$ cat config.mk
export PLATFORM = sky130hd
export DESIGN_NAME = func_sweep_ctrl
export DESIGN_NICKNAME = d
export VERILOG_FILES = /design/src/rtl/func_sweep_ctrl.sv
export SDC_FILE = /design/constraint.sdc
export NUM_CORES = 1
export LEC_CHECK = 0
export ABC_AREA = 1
export ABC_CLOCK_PERIOD_IN_PS = 1900
export BUFFER_PORTS_ARGS = -buffer_cell sky130_fd_sc_hd__buf_2
export CAP_MARGIN = 20
export CORE_UTILIZATION = 52
export CTS_CLUSTER_DIAMETER = 80
export DETAILED_ROUTE_END_ITERATION = 8
export HOLD_SLACK_MARGIN = 0.03
export PLACE_DENSITY = 0.77
export SLEW_MARGIN = 20
export SYNTH_ARGS = -nofsm -noshare
export SYNTH_HDL_FRONTEND = slang
export SYNTH_SLANG_ARGS = --single-unit
$ cat constraint.sdc
create_clock -name clk -period 1.9 [get_ports clk]
set_input_delay 0.095 -clock clk [delete_from_list [all_inputs] [get_ports clk]]
set_output_delay 0.095 -clock clk [all_outputs]
set_load 0.03 [all_outputs]
$ cat src/rtl/func_sweep_ctrl.sv
// Sweeps all 16 input vectors through two combinational realisations of one
// 4-input function, holding each vector SETTLE cycles and sampling on the next.
// The sweep takes 16*(SETTLE+1) cycles from start to done.
// start/abort are single-cycle controls with no backpressure; abort wins over start.
//
// Ports:
//   clk, rst           clock and synchronous active-high reset
//   start, abort       host control: begin sweep / cancel sweep in progress
//   w, x, y, z         registered stimulus to both function instances (vec[3:0])
//   fa, fb             outputs of implementation A (NAND) and B (NOR)
//   busy, done, pass   sweep status; pass is meaningful only while done
//   err_cnt            number of mismatching vectors in the current/last sweep
//   first_err_vec/_valid  lowest mismatching vector and its qualifier
//   truth_tbl          bit i holds fa as sampled for vector i
module func_sweep_ctrl #(
    parameter int unsigned SETTLE = 2
) (
    input  logic        clk,
    input  logic        rst,
    input  logic        start,
    input  logic        abort,
    output logic        w,
    output logic        x,
    output logic        y,
    output logic        z,
    input  logic        fa,
    input  logic        fb,
    output logic        busy,
    output logic        done,
    output logic        pass,
    output logic [4:0]  err_cnt,
    output logic [3:0]  first_err_vec,
    output logic        first_err_valid,
    output logic [15:0] truth_tbl
);

    typedef enum logic [1:0] {
        S_IDLE,
        S_SETTLE,
        S_SAMPLE,
        S_DONE
    } state_t;

    // Last settle count before sampling; SETTLE is legal in 1..15.
    localparam logic [3:0] SETTLE_LAST = 4'(SETTLE - 1);
    localparam logic [3:0] VEC_LAST    = 4'hF;

    state_t      state;
    state_t      state_nxt;
    logic [3:0]  vec;
    logic [3:0]  settle_cnt;

    // Control strobes decoded by the FSM for the datapath registers.
    logic        sweep_begin;
    logic        sweep_abort;
    logic        sweep_sample;

    logic        mismatch;
    logic [4:0]  err_cnt_nxt;

    assign mismatch    = fa ^ fb;
    assign err_cnt_nxt = err_cnt + 5'(mismatch);

    // The stimulus is the vector register itself, so it only moves on the
    // edge leaving SAMPLE (or on start/abort/reset).
    assign w = vec[3];
    assign x = vec[2];
    assign y = vec[1];
    assign z = vec[0];

    // ------------------------------------------------------------------
    // State register
    // ------------------------------------------------------------------
    always_ff @(posedge clk) begin
        if (rst) begin
            state <= S_IDLE;
        end else begin
            state <= state_nxt;
        end
    end

    // ------------------------------------------------------------------
    // Next-state and status decode
    // ------------------------------------------------------------------
    always_comb begin
        state_nxt    = state;
        sweep_begin  = 1'b0;
        sweep_abort  = 1'b0;
        sweep_sample = 1'b0;
        busy         = 1'b0;
        done         = 1'b0;

        case (state)
            S_IDLE: begin
                // abort has nothing to cancel here
                if (start) begin
                    sweep_begin = 1'b1;
                    state_nxt   = S_SETTLE;
                end
            end

            S_SETTLE: begin
                busy = 1'b1;
                if (abort) begin
                    sweep_abort = 1'b1;
                    state_nxt   = S_IDLE;
                end else if (settle_cnt == SETTLE_LAST) begin
                    state_nxt = S_SAMPLE;
                end
            end

            S_SAMPLE: begin
                busy = 1'b1;
                // An abort in the sample cycle discards that vector's result.
                if (abort) begin
                    sweep_abort = 1'b1;
                    state_nxt   = S_IDLE;
                end else begin
                    sweep_sample = 1'b1;
                    state_nxt    = (vec == VEC_LAST) ? S_DONE : S_SETTLE;
                end
            end

            S_DONE: begin
                done = 1'b1;
                if (start) begin
                    sweep_begin = 1'b1;
                    state_nxt   = S_SETTLE;
                end
            end

            default: begin
                state_nxt = S_IDLE;
            end
        endcase
    end

    // ------------------------------------------------------------------
    // Sweep datapath: vector, settle counter, results
    // ------------------------------------------------------------------
    always_ff @(posedge clk) begin
        if (rst) begin
            vec             <= 4'd0;
            settle_cnt      <= 4'd0;
            err_cnt         <= 5'd0;
            first_err_vec   <= 4'd0;
            first_err_valid <= 1'b0;
            truth_tbl       <= 16'd0;
            pass            <= 1'b0;
        end else if (sweep_begin) begin
            vec             <= 4'd0;
            settle_cnt      <= 4'd0;
            err_cnt         <= 5'd0;
            first_err_vec   <= 4'd0;
            first_err_valid <= 1'b0;
            truth_tbl       <= 16'd0;
            pass            <= 1'b0;
        end else if (sweep_abort) begin
            // Partial results stay visible until the next start.
            vec        <= 4'd0;
            settle_cnt <= 4'd0;
            pass       <= 1'b0;
        end else if (sweep_sample) begin
            truth_tbl[vec] <= fa;
            if (mismatch) begin
                err_cnt <= err_cnt_nxt;
                if (!first_err_valid) begin
                    first_err_vec   <= vec;
                    first_err_valid <= 1'b1;
                end
            end
            if (vec == VEC_LAST) begin
                // The terminal vector's own mismatch counts toward pass.
                pass <= (err_cnt_nxt == 5'd0);
            end else begin
                vec        <= vec + 4'd1;
                settle_cnt <= 4'd0;
            end
        end else if (state == S_SETTLE) begin
            settle_cnt <= settle_cnt + 4'd1;
        end
    end

endmodule

==> results.yml <==
run_status:
  status: "finished clean"
worst_hold_path:
  hp-class: "in2reg"
global_route:
  antenna_found_initial: 0
  grt_usage_pct: 24.2
  grt_pass1_wl_um: 6580
  grt_overflow: 0
  grt_max_degree: 20
  first_global_vias: 1450
cts:
  post-cts-setup-buffers: 0
  cts_resized: 0
  clk_pin_slew_worst_paths_ns: 0.11
  clockBufferDepth: 2
  cts_tree: "done"
  clock-sinks: 37
  cts_buffers: 5
  cts_root_buffer: "clkbuf_4"
  htreeDepth: 2
  clk_latency_ns: 0.34
worst_setup_path:
  path_class: "reg2out"
  cp-end-kind: "output port"
  critPathLaunchType: "register"
  r2r_slack_ns: 0.30
  cp.arrival_ns: 1.52
  cp.required_ns: 1.80
  worstPathMaxFanout: 5
drt:
  post_drt_wl_per_cell_um: 11.8
  via_count: 1700
  drc: 0
  dr.pass1.iters: 4
  totalWireLength_um: 3980
  viasPerCell: 5.06
  drtAntennaViolNets: 0
  drt_iter0_markers: 102
synthesis:
  syn_nets: 263
  synth_top_area_cell: "dfxtp_1"
  synthTopCellsByCount: "nand2_1 (42), dfxtp_1 (37), a21oi_1 (29), inv_1 (27), nor2_1 (24)"
  ys_async_sr_fraction_pct: 0
  syn_avg_cell_area_um2: 7.47
  yosys_warnings: 0
  synth_flop_cell: "dfxtp_1"
  synthDominantCellAreaShare_pct: 40.5
  synth-edff-count: 0
  synth_cell_types: 28
  synth.cell_area_um2: 1830
  yosysSeqAreaShare_pct: 40.5
  syn-instance-count: 245
  yosys-top-cells-area: "dfxtp_1 (40%), nand2_1 (8.6%), ha_1 (8.2%)"
  yosysMostFrequentCell: "nand2_1"
  ys_ff_latch: 37
sta:
  drv_slew: 0
  maxSlewHeadroom_pct: 72.1
  hold_violations: 0
  fin_tns_setup_ns: 0
  holdWs_ns: 0.153
  finClkSkew_ns: 0.0105
  finalWorstPathRequiredPeriod_ns: 1.61
  setup_viol: 0
  worst_pin_slew_ns: 0.418
  rsz0062_at_grt: "false"
  fin_crit_sh_pct: 84.9
  max_freq_ghz: 0.620
die:
  num_io_pins: 39
  coreArea_um2: 3360
  die_y_um: 61.3
  rows: 21
  dieArea_um2: 3760
  die_x_um: 61.3
  start_util_pct: 54.4
placed_design:
  io_buffers: 38
  dpl.hpwl_um: 2940
  gp_congestion: 0.846
job:
  maxCapViolCount: 0
layout:
  area_growth_pct: 16.6
  n_antenna_cell: 0
  num-nets-final: 307
  regArea_um2: 741
  fill_cells: 346
  drive_gt1_share_pct: 22.4
  multi_input_area_um2: 947
power_and_ir_drop:
  peakVddDrop_mv: 0.629
  power_density_nw_per_um2: 834
  leakage_nw: 0.964
[report_power, final]
group / leakage (nW) / total, W / internal (W) / switching [W]
registers: 0.299 / 0.000854 / 0.000812 / 0.0000421
clock network: 0.0310 / 0.000409 / 0.000140 / 0.000269
logic: 0.635 / 0.000515 / 0.000160 / 0.000356
[worst paths after layout]
kind | startpoint | to | depth (start not counted)
max | state[0]$_SDFFE_PP0P_ | busy | 4
min | abort | vec[0]$_SDFFE_PP0P_ | 4
max reg2reg | state[0]$_SDFFE_PP0P_ | truth_tbl[11]$_SDFFE_PP0P_ | 6
min reg2reg | truth_tbl[15]$_SDFFE_PP0P_ | truth_tbl[15]$_SDFFE_PP0P_ | 2
[final cells by class]
type	instances	area share, %
clock buffer	5	1.76
clock inverter	3	0.821
inverter	33	5.87
multi-input combinational	172	44.4
sequential	37	34.7
tap	46	2.70
timing repair buffer	40	9.74
[state kept, by name, summed over array words and instances, names as in the netlist]
signal           cells
err_cnt              5
first_err_valid      1
first_err_vec        4
pass                 1
settle_cnt           4
state                2
truth_tbl           16
vec                  4
[kinds of logic (layout without fill, tap and decap cells)]
kind of cell | after synthesis | after routing | synth area share, %
adder cells (fa/ha/maj) | 12 | 12 | 8.21
AND/OR/NAND/NOR | 104 | 104 | 25.4
buffers and inverters | 36 | 81 | 7.73
AO/OA/AOI/OAI | 53 | 53 | 15.7
XOR/XNOR | 3 | 3 | 2.46
flip-flops | 37 | 37 | 40.5
[per-stage QoR]
step	setup WS (ns)	cells	instance area (um^2)	utilization (%)	total power (W)
2_1_floorplan	0.318	245	1830	-	0.00126
3_3_place_gp	0.329	327	2070	61.5	0.00137
3_5_place_dp	0.271	327	2070	61.5	0.00139
4_1_cts	0.280	336	2130	63.4	0.00179
5_1_grt	0.151	336	2130	63.4	0.00190
6_report	0.287	336	2130	63.4	0.00178
[metal layers]
metal / vias up / wire (um) / global-route usage (%)
met2: 37 / 1910 / 39.9
met4: 0 / 90 / 9.09
li1: 885 / - / -
met1: 769 / 1810 / 30.2
met3: 9 / 168 / 6.51
met5: - / 0 / 0
[cell usage in the layout (no fill, tap or decap), drive strengths merged]
| cell type | n |
|---|---|
| a211oi | 2 |
| a21oi | 30 |
| buf | 39 |
| clkbuf | 5 |
| clkinv | 5 |
| clkinvlp | 1 |
| dfxtp | 37 |
| dlygate4sd3 | 1 |
| ha | 12 |
| inv | 30 |
| nand2 | 47 |
| nand3 | 24 |
| nand4 | 2 |
| nor2 | 27 |
| nor3 | 1 |
| o21ai | 20 |
| o21bai | 1 |
| or2 | 3 |
| xor2 | 3 |
[critical path: stages, from the launching register on]
cell and delay, ns:
dfxtp_1 0.42, inv_1 0.07, ha_1 0.36, inv_1 0.13, buf_2 0.21
[timing repair]
action                     CTS  global route
setup endpoints to repair    0             0
hold buffers                 1             0
hold endpoints to repair     1             0
No activity file was read; power rests on OpenSTA's default activity.
